==> src/rtl/cla_seq128.sv <==
// Sequential n-bit adder: a single m-bit carry-lookahead slice is reused over n/m beats,
// accumulating group generate/propagate, with valid/ready handshakes on both sides.
module cla_seq128 #(
    parameter int unsigned n = 128,
    parameter int unsigned m = 32
) (
    input  logic         clk,
    input  logic         rst,
    input  logic         start_valid,
    output logic         start_ready,
    input  logic         cin,
    input  logic [n-1:0] a,
    input  logic [n-1:0] b,
    output logic [n-1:0] s,
    output logic         cout,
    output logic         gen,
    output logic         prop,
    output logic         done_valid,
    input  logic         done_ready,
    output logic         busy
);
    localparam int unsigned BEATS = n / m;
    localparam int unsigned CW    = (BEATS > 1) ? $clog2(BEATS) : 1;

    localparam logic [1:0] S_IDLE = 2'd0;
    localparam logic [1:0] S_RUN  = 2'd1;
    localparam logic [1:0] S_DONE = 2'd2;

    logic [1:0]    r_state;
    logic [1:0]    w_state_nxt;
    logic          w_accept;
    logic          w_last;

    logic [n-1:0]  r_a;
    logic [n-1:0]  r_b;
    logic          r_carry;
    logic [CW-1:0] r_beat;
    logic          r_gacc;
    logic          r_pacc;
    logic [n-1:0]  r_s;
    logic          r_cout;
    logic          r_gen;
    logic          r_prop;

    logic [m-1:0]  w_sa;
    logic [m-1:0]  w_sb;
    logic [m-1:0]  w_g;
    logic [m-1:0]  w_p;
    logic [m-1:0]  w_pg;
    logic [m-1:0]  w_pp;
    logic [m:0]    w_c;
    logic [m-1:0]  w_sum;
    logic          w_sgen;
    logic          w_sprop;
    logic          w_scout;

    // Operand registers shift down one slice per beat, so the slice always sees the low m bits.
    assign w_sa   = r_a[m-1:0];
    assign w_sb   = r_b[m-1:0];
    assign w_last = (r_beat == CW'(BEATS - 1));

    // Slice adder: prefix (generate, propagate) over bits 0..i gives every carry directly from carry-in.
    always_comb begin
        w_g   = w_sa & w_sb;
        w_p   = w_sa ^ w_sb;
        w_pg  = '0;
        w_pp  = '0;
        w_pg[0] = w_g[0];
        w_pp[0] = w_p[0];
        for (int i = 1; i < int'(m); i++) begin
            w_pg[i] = w_g[i] | (w_p[i] & w_pg[i-1]);
            w_pp[i] = w_p[i] & w_pp[i-1];
        end
        w_c    = '0;
        w_c[0] = r_carry;
        for (int i = 0; i < int'(m); i++) begin
            w_c[i+1] = w_pg[i] | (w_pp[i] & r_carry);
        end
        w_sum   = w_p ^ w_c[m-1:0];
        w_sgen  = w_pg[m-1];
        w_sprop = w_pp[m-1];
        w_scout = w_c[m];
    end

    always_ff @(posedge clk) begin
        if (rst) begin
            r_state <= S_IDLE;
        end else begin
            r_state <= w_state_nxt;
        end
    end

    always_comb begin
        w_state_nxt = r_state;
        w_accept    = 1'b0;
        case (r_state)
            S_IDLE: begin
                if (start_valid) begin
                    w_state_nxt = S_RUN;
                    w_accept    = 1'b1;
                end
            end
            S_RUN:   if (w_last) w_state_nxt = S_DONE;
            S_DONE:  if (done_ready) w_state_nxt = S_IDLE;
            default: w_state_nxt = S_IDLE;
        endcase
    end

    // Datapath: capture on acceptance, one slice per RUN cycle, publish flags on the last beat.
    always_ff @(posedge clk) begin
        if (rst) begin
            r_a     <= '0;
            r_b     <= '0;
            r_carry <= 1'b0;
            r_beat  <= '0;
            r_gacc  <= 1'b0;
            r_pacc  <= 1'b1;
            r_s     <= '0;
            r_cout  <= 1'b0;
            r_gen   <= 1'b0;
            r_prop  <= 1'b0;
        end else if (w_accept) begin
            r_a     <= a;
            r_b     <= b;
            r_carry <= cin;
            r_beat  <= '0;
            r_gacc  <= 1'b0;
            r_pacc  <= 1'b1;
        end else if (r_state == S_RUN) begin
            r_a     <= r_a >> m;
            r_b     <= r_b >> m;
            r_carry <= w_scout;
            r_gacc  <= w_sgen | (w_sprop & r_gacc);
            r_pacc  <= r_pacc & w_sprop;
            r_beat  <= r_beat + CW'(1);
            for (int unsigned k = 0; k < BEATS; k++) begin
                if (r_beat == CW'(k)) r_s[k*m +: m] <= w_sum;
            end
            if (w_last) begin
                r_cout <= w_scout;
                r_gen  <= w_sgen | (w_sprop & r_gacc);
                r_prop <= r_pacc & w_sprop;
            end
        end
    end

    assign start_ready = (r_state == S_IDLE);
    assign done_valid  = (r_state == S_DONE);
    assign busy        = (r_state != S_IDLE);
    assign s           = r_s;
    assign cout        = r_cout;
    assign gen         = r_gen;
    assign prop        = r_prop;

endmodule

==> config.mk <==
export PLATFORM = sky130hd
export DESIGN_NAME = cla_seq128
export DESIGN_NICKNAME = d
export VERILOG_FILES = /design/src/rtl/cla_seq128.sv
export SDC_FILE = /design/constraint.sdc
export NUM_CORES = 1
export LEC_CHECK = 0
export ABC_AREA = 0
export CAP_MARGIN = 40
export CELL_PAD_IN_SITES_DETAIL_PLACEMENT = 1
export CELL_PAD_IN_SITES_GLOBAL_PLACEMENT = 2
export CORE_ASPECT_RATIO = 1.5
export CORE_UTILIZATION = 28
export DETAILED_ROUTE_END_ITERATION = 8
export PLACE_DENSITY_LB_ADDON = 0.1
export SLEW_MARGIN = 20
export SYNTH_ARGS = -nofsm -noshare
export SYNTH_HDL_FRONTEND = slang
export SYNTH_SLANG_ARGS = --single-unit
==> constraint.sdc <==
create_clock -name clk -period 3 [get_ports clk]
set_input_delay 0.6 -clock clk [delete_from_list [all_inputs] [get_ports clk]]
set_output_delay 0.6 -clock clk [all_outputs]
set_load 0.02 [all_outputs]
=== Word-level counts from Yosys, hierarchy flattened ===
Cells that the tools add are included.

* Register bits after elaboration: 394
* Logic and storage cells: 209

* Muxes and demuxes: 12
* $add $sub $neg: 1
* Equal/unequal tests: 8
* Reduce and logical (&&, ||, !) cells: 10
* Bitwise logic cells: 164

{| class="wikitable"
|+ Operators by type and width
! cell !! count
|-
| two-way mux 128 bit || 4
|-
| bitwise AND 1 bit || 96
|-
| bitwise OR 1 bit || 64
|-
| XOR 32 bit || 2
|-
| bitwise AND 32 bit || 1
|-
| AND reduction 3 bit || 5
|-
| equality test 2 bit (second input constant) || 3
|-
| two-way mux 2 bit || 3
|-
| case mux 2 bit (3 select lines) || 1
|-
| equality test 2 x 1 -> 1 bit (second input constant) || 2
|-
| logical NOT 2 bit || 2
|-
| two-way mux 1 bit || 4
|-
| inequality test 2 bit (second input constant) || 2
|-
| nonzero test 2 bit || 2
|-
| adder 2 x 1 -> 2 bit (second input constant) || 1
|-
| inequality test 2 x 1 -> 1 bit (second input constant) || 1
|-
| OR reduction 2 bit || 1
|-
| inverter 1 bit || 1
|}

=== Depth between registers and ports, before layout ===
* Word-level depth: 66
* Gate-level depth with buffers: 10
* Mapped depth without buffers: 10

=== Least setup slack after synthesis ===
OpenSTA, ideal clock, no wires.

* Path type: register -> register
* Start: reg r_a[12]
* End: reg r_s[127], in the netlist s[127]
* Clock period less this slack: 2.580 ns
* Cell stages (with the launch flop): 11
* Arrival: 2.509 ns
* Path buffers: 0
* Setup time: 0.070 ns
* Slack: 0.420 ns
* Cell sequence: dfxtp_1 > ha_1 > a21o_1 > a2111oi_4 > o311ai_2 > a21oi_4 > o21bai_4 > a2111oi_4 > nor3_2 > or3_1 > a21oi_1

* Word-level cells in the longest chain between the ends: 41
* Elaborated cells on any way between the ends: 62

{| class="wikitable"
|+ Ends and longest elaborated chain
! what !! RTL line !! RTL
|-
| start: declaration || 34 || <nowiki>logic [n-1:0] r_a;</nowiki>
|-
| start signal: assignment || 130 || <nowiki>r_a <= r_a >> m;</nowiki>
|-
| XOR 32 bit || 65 || <nowiki>w_p = w_sa ^ w_sb;</nowiki>
|-
| bitwise AND 1 bit || 71 || <nowiki>w_pg[i] = w_g[i] | (w_p[i] & w_pg[i-1]);</nowiki>
|-
| bitwise OR 1 bit || 71 ||
|-
| bitwise AND 1 bit || 71 ||
|-
| bitwise OR 1 bit || 71 ||
|-
| bitwise AND 1 bit || 71 ||
|-
| bitwise OR 1 bit || 71 ||
|-
| bitwise AND 1 bit || 71 ||
|-
| [... 25 more ...] || - ||
|-
| bitwise AND 1 bit || 71 ||
|-
| bitwise OR 1 bit || 71 ||
|-
| bitwise AND 1 bit || 71 ||
|-
| bitwise OR 1 bit || 71 ||
|-
| bitwise AND 1 bit || 71 ||
|-
| bitwise OR 1 bit || 71 ||
|-
| bitwise OR 1 bit * || 77 || <nowiki>w_c[i+1] = w_pg[i] | (w_pp[i] & r_carry);</nowiki>
|-
| XOR 32 bit * || 79 || <nowiki>w_sum = w_p ^ w_c[m-1:0];</nowiki>
|-
| end signal: indexed assignment || 137 || <nowiki>if (r_beat == CW'(k)) r_s[k*m +: m] <= w_sum;</nowiki>
|-
| end: declaration || 40 || <nowiki>logic [n-1:0] r_s;</nowiki>
|}

Mark *: on every way between the ends. The rest lies on a longest branch, timed or not.
A chain may end at the register's enable or synchronous reset.

=== Worst setup path in the final report ===
* Start: reg r_a[7]
* End: reg r_s[31], in the netlist s[31]

* Word-level cells in the longest chain between the ends: 51
* Elaborated cells on any way between the ends: 77

{| class="wikitable"
|+ Ends and longest elaborated chain
! what !! RTL line
|-
| XOR 32 bit || 65
|-
| bitwise AND 1 bit || 71
|-
| bitwise OR 1 bit || 71
|-
| bitwise AND 1 bit || 71
|-
| bitwise OR 1 bit || 71
|-
| bitwise AND 1 bit || 71
|-
| bitwise OR 1 bit || 71
|-
| bitwise AND 1 bit || 71
|-
| [... 35 more ...] || -
|-
| bitwise AND 1 bit || 71
|-
| bitwise OR 1 bit || 71
|-
| bitwise AND 1 bit || 71
|-
| bitwise OR 1 bit || 71
|-
| bitwise AND 1 bit || 71
|-
| bitwise OR 1 bit || 71
|-
| bitwise OR 1 bit * || 77
|-
| XOR 32 bit * || 79
|}

Marked as above.

==> results.cfg <==
[run_status]
status = finished, final reports clean

[critical_path]
r2r_slack_ps = 130
cp_slowest_stage_delay_ps = 460
slowest_stage = a2111oi_4
cp-end-kind = register
r2r-start = r_a[7]$_SDFFE_PP0P_
critPathBufInv = 0
worstPathRequired_ps = 3500
reg2reg_depth = 10
startpoint_type = register
cp_common_cell = a2111oi_4
crit_path_max_fanout = 6
cp_cell_sequence = ha_4 > a21o_1 > a2111oi_4 > o21ai_4 > a21oi_4 > o21bai_4 > a2111oi_4 > nor3_4 > or3_1 > a21oi_1
critPathArrivalTime_ps = 3370
cp_top_family = compound AO/OA/AOI/OAI gates
criticalPathCategory = register to register
timing.rr.end = s[31]$_SDFFE_PP0P_

[worst_hold_path]
min_delay_worst_endpoint = prop$_SDFFE_PP0P_
worstHoldStart = prop$_SDFFE_PP0P_
min_path_type = register to register
worstHoldPathCells = 2

[grt]
antenna_found_initial = 4
grt_pass1_wl_um = 92800
grt-ovfl-total = 0
gr-usage-all-layers_pct = 21.1
grt_max_degree = 117
grt_pass1_vias = 15200

[logic_synthesis]
synth_edf_count = 0
synth_cell_types = 46
postSynthAreaPerCell_um2 = 8.28
syn-num-nets = 2204
yosysTopAreaCell = dfxtp_1
async_flop_share_pct = 0
synth_top_area_share_pct = 50.0
synth_warnings = 0
synthTopCellsByArea = dfxtp_1 50%, a21oi_1 12%, nand2_1 11%
yosysMostFrequentCell = nand2_1
synth_cells = 1906
synth_area_um2 = 15800
yosysSeqAreaShare_pct = 50.0
synthTopCellsByCount = 446 x nand2_1, 394 x dfxtp_1, 371 x a21oi_1, 192 x a22oi_1, 150 x clkbuf_1
synthFlopType = dfxtp_1
ys_ff_latch = 394

[sta]
slew_viol_final = 0
max_slew_margin_pct = 53.1
setup_violations = 0
min_period_ps = 2870
hold_viol = 0
tightestPinTransition_ps = 699
fmax_ghz = 0.349
period_share_pct = 95.6
finalClockSkew_ps = 27.6
timing.final.ws_setup_ps = 132

[power]
p_leak_uw = 0.00788
irDropWorstVdd_v = 0.000315
power.density_nw_per_um2 = 578

[clocking]
clock_path_buffers = 3
tritoncts = yes
clk_latency_ps = 580
cts_htree_levels = 2
numCtsBuffers = 43
path_clk_slew_ps = 60
cts_sinks = 394
ctsRootBufferMaster = clkbuf_16

[place]
post-place-cells = 2900
gp_congestion = 0.814
dpl.hpwl_um = 44700
port_buffers = 394
place_ws_ps = 163

[floorplanning]
rows = 106
core-area_um2 = 55700
die_h_um = 293
die_x_um = 196
ios = 395
die-area_um2 = 57300
initial_utilization_pct = 28.3

[drt]
ant_nets = 0
firstDrtPassIters = 4
drt_iter0_markers = 555
drt_wl_total_um = 61800
vias_per_cell = 5.03
wire_per_inst_um = 20.8
drc = 0
dr_total_vias = 14900

[finish]
fin_cells = 2971
area_growth_pct = 39.7
layout.nets = 2543
drive_gt1_share_pct = 6.17
post-route-util_pct = 39.6

[flow_run]
drv_cap = 0
## layout by cell type, fill, tap and decap left out, drive strengths merged, types with 13 or more instances in the layout
cell type | synthesis | layout
a211oi | 25 | 25
a21oi | 372 | 372
a22oi | 192 | 192
buf | 8 | 59
clkbuf | 150 | 60
clkdlybuf4s50 | 0 | 393
dfxtp | 394 | 394
ha | 36 | 36
nand2 | 446 | 446
nand3 | 71 | 71
nor2 | 79 | 79
nor3 | 13 | 13
xnor2 | 22 | 22
## tightest hold or removal path, delay by kind of cell, from the launching register on
family | cells | cell delay, ps
compound gates | 1 | 50
flops | 1 | 310
simple gates | 1 | 50
## logic make-up after synthesis
group / Yosys count / synth area share, %
AO/OA/AOI/OAI: 641 / 25.1
AND/OR/NAND/NOR: 637 / 16.3
flip-flops: 394 / 50.0
buffers and inverters: 168 / 4.00
adder cells (fa/ha/maj): 37 / 2.98
XOR/XNOR: 29 / 1.61
## power breakdown
part	switching, µW	total (µW)	internal, µW
logic	1120	1960	836
clock network	2220	5100	2880
registers	165	5680	5510
total	3510	12700	9230
## worst max path at each step
stage	endpoint	cells past startpoint	start
after CTS	s[31]$_SDFFE_PP0P_	10	r_a[12]$_SDFFE_PP0P_
after detailed placement	s[31]$_SDFFE_PP0P_	10	r_a[7]$_SDFFE_PP0P_
after global routing	s[31]$_SDFFE_PP0P_	10	r_a[0]$_SDFFE_PP0P_
after global placement	s[31]$_SDFFE_PP0P_	10	r_a[7]$_SDFFE_PP0P_
after floorplan	s[127]$_SDFFE_PP0P_	10	r_a[12]$_SDFFE_PP0P_
final	s[31]$_SDFFE_PP0P_	10	r_a[7]$_SDFFE_PP0P_
## flip-flops by register name (all words and copies together) (netlist names)
signal / count
r_a: 128
r_b: 128
r_beat: 2
r_carry: 1
prop: 1
gen: 1
cout: 1
s: 128
r_gacc: 1
r_state: 2
r_pacc: 1
## what timing repair did
| item | CTS | global route |
|---|---|---|
| hold endpoints to repair | 0 | 0 |
| setup buffers | 0 | 2 |
| resized for setup | 0 | 10 |
| hold buffers | 0 | 0 |
| setup endpoints to repair | 0 | 8 |
## layer usage
layer	GRT usage (%)	vias to the layer above	wire length, µm
li1	-	7327	-
met1	24.5	7189	25700
met2	38.8	339	31800
met3	4.33	77	3030
met4	5.26	6	1250
met5	0	-	42
## cell type report
type | count | area [µm²]
tap | 702 | 878
inverter | 10 | 37.5
timing repair buffer | 452 | 4580
clock inverter | 8 | 83.8
antenna | 1 | 2.50
multi-input combinational | 1344 | 7360
sequential | 394 | 7890
fill | 6472 | 33700
clock buffer | 60 | 1210
## metrics by stage
stage	setup TNS, ps	power (µW)	area (µm²)	hold WS (ps)
floorplan	0	6720	15800	437
global placement	0	7730	20700	443
detailed placement	0	7770	20700	448
CTS	0	12900	22000	457
global route	-6.92	13300	22000	467
finish	0	12700	22000	453
Note: power is estimated with default switching activity, not from simulation.
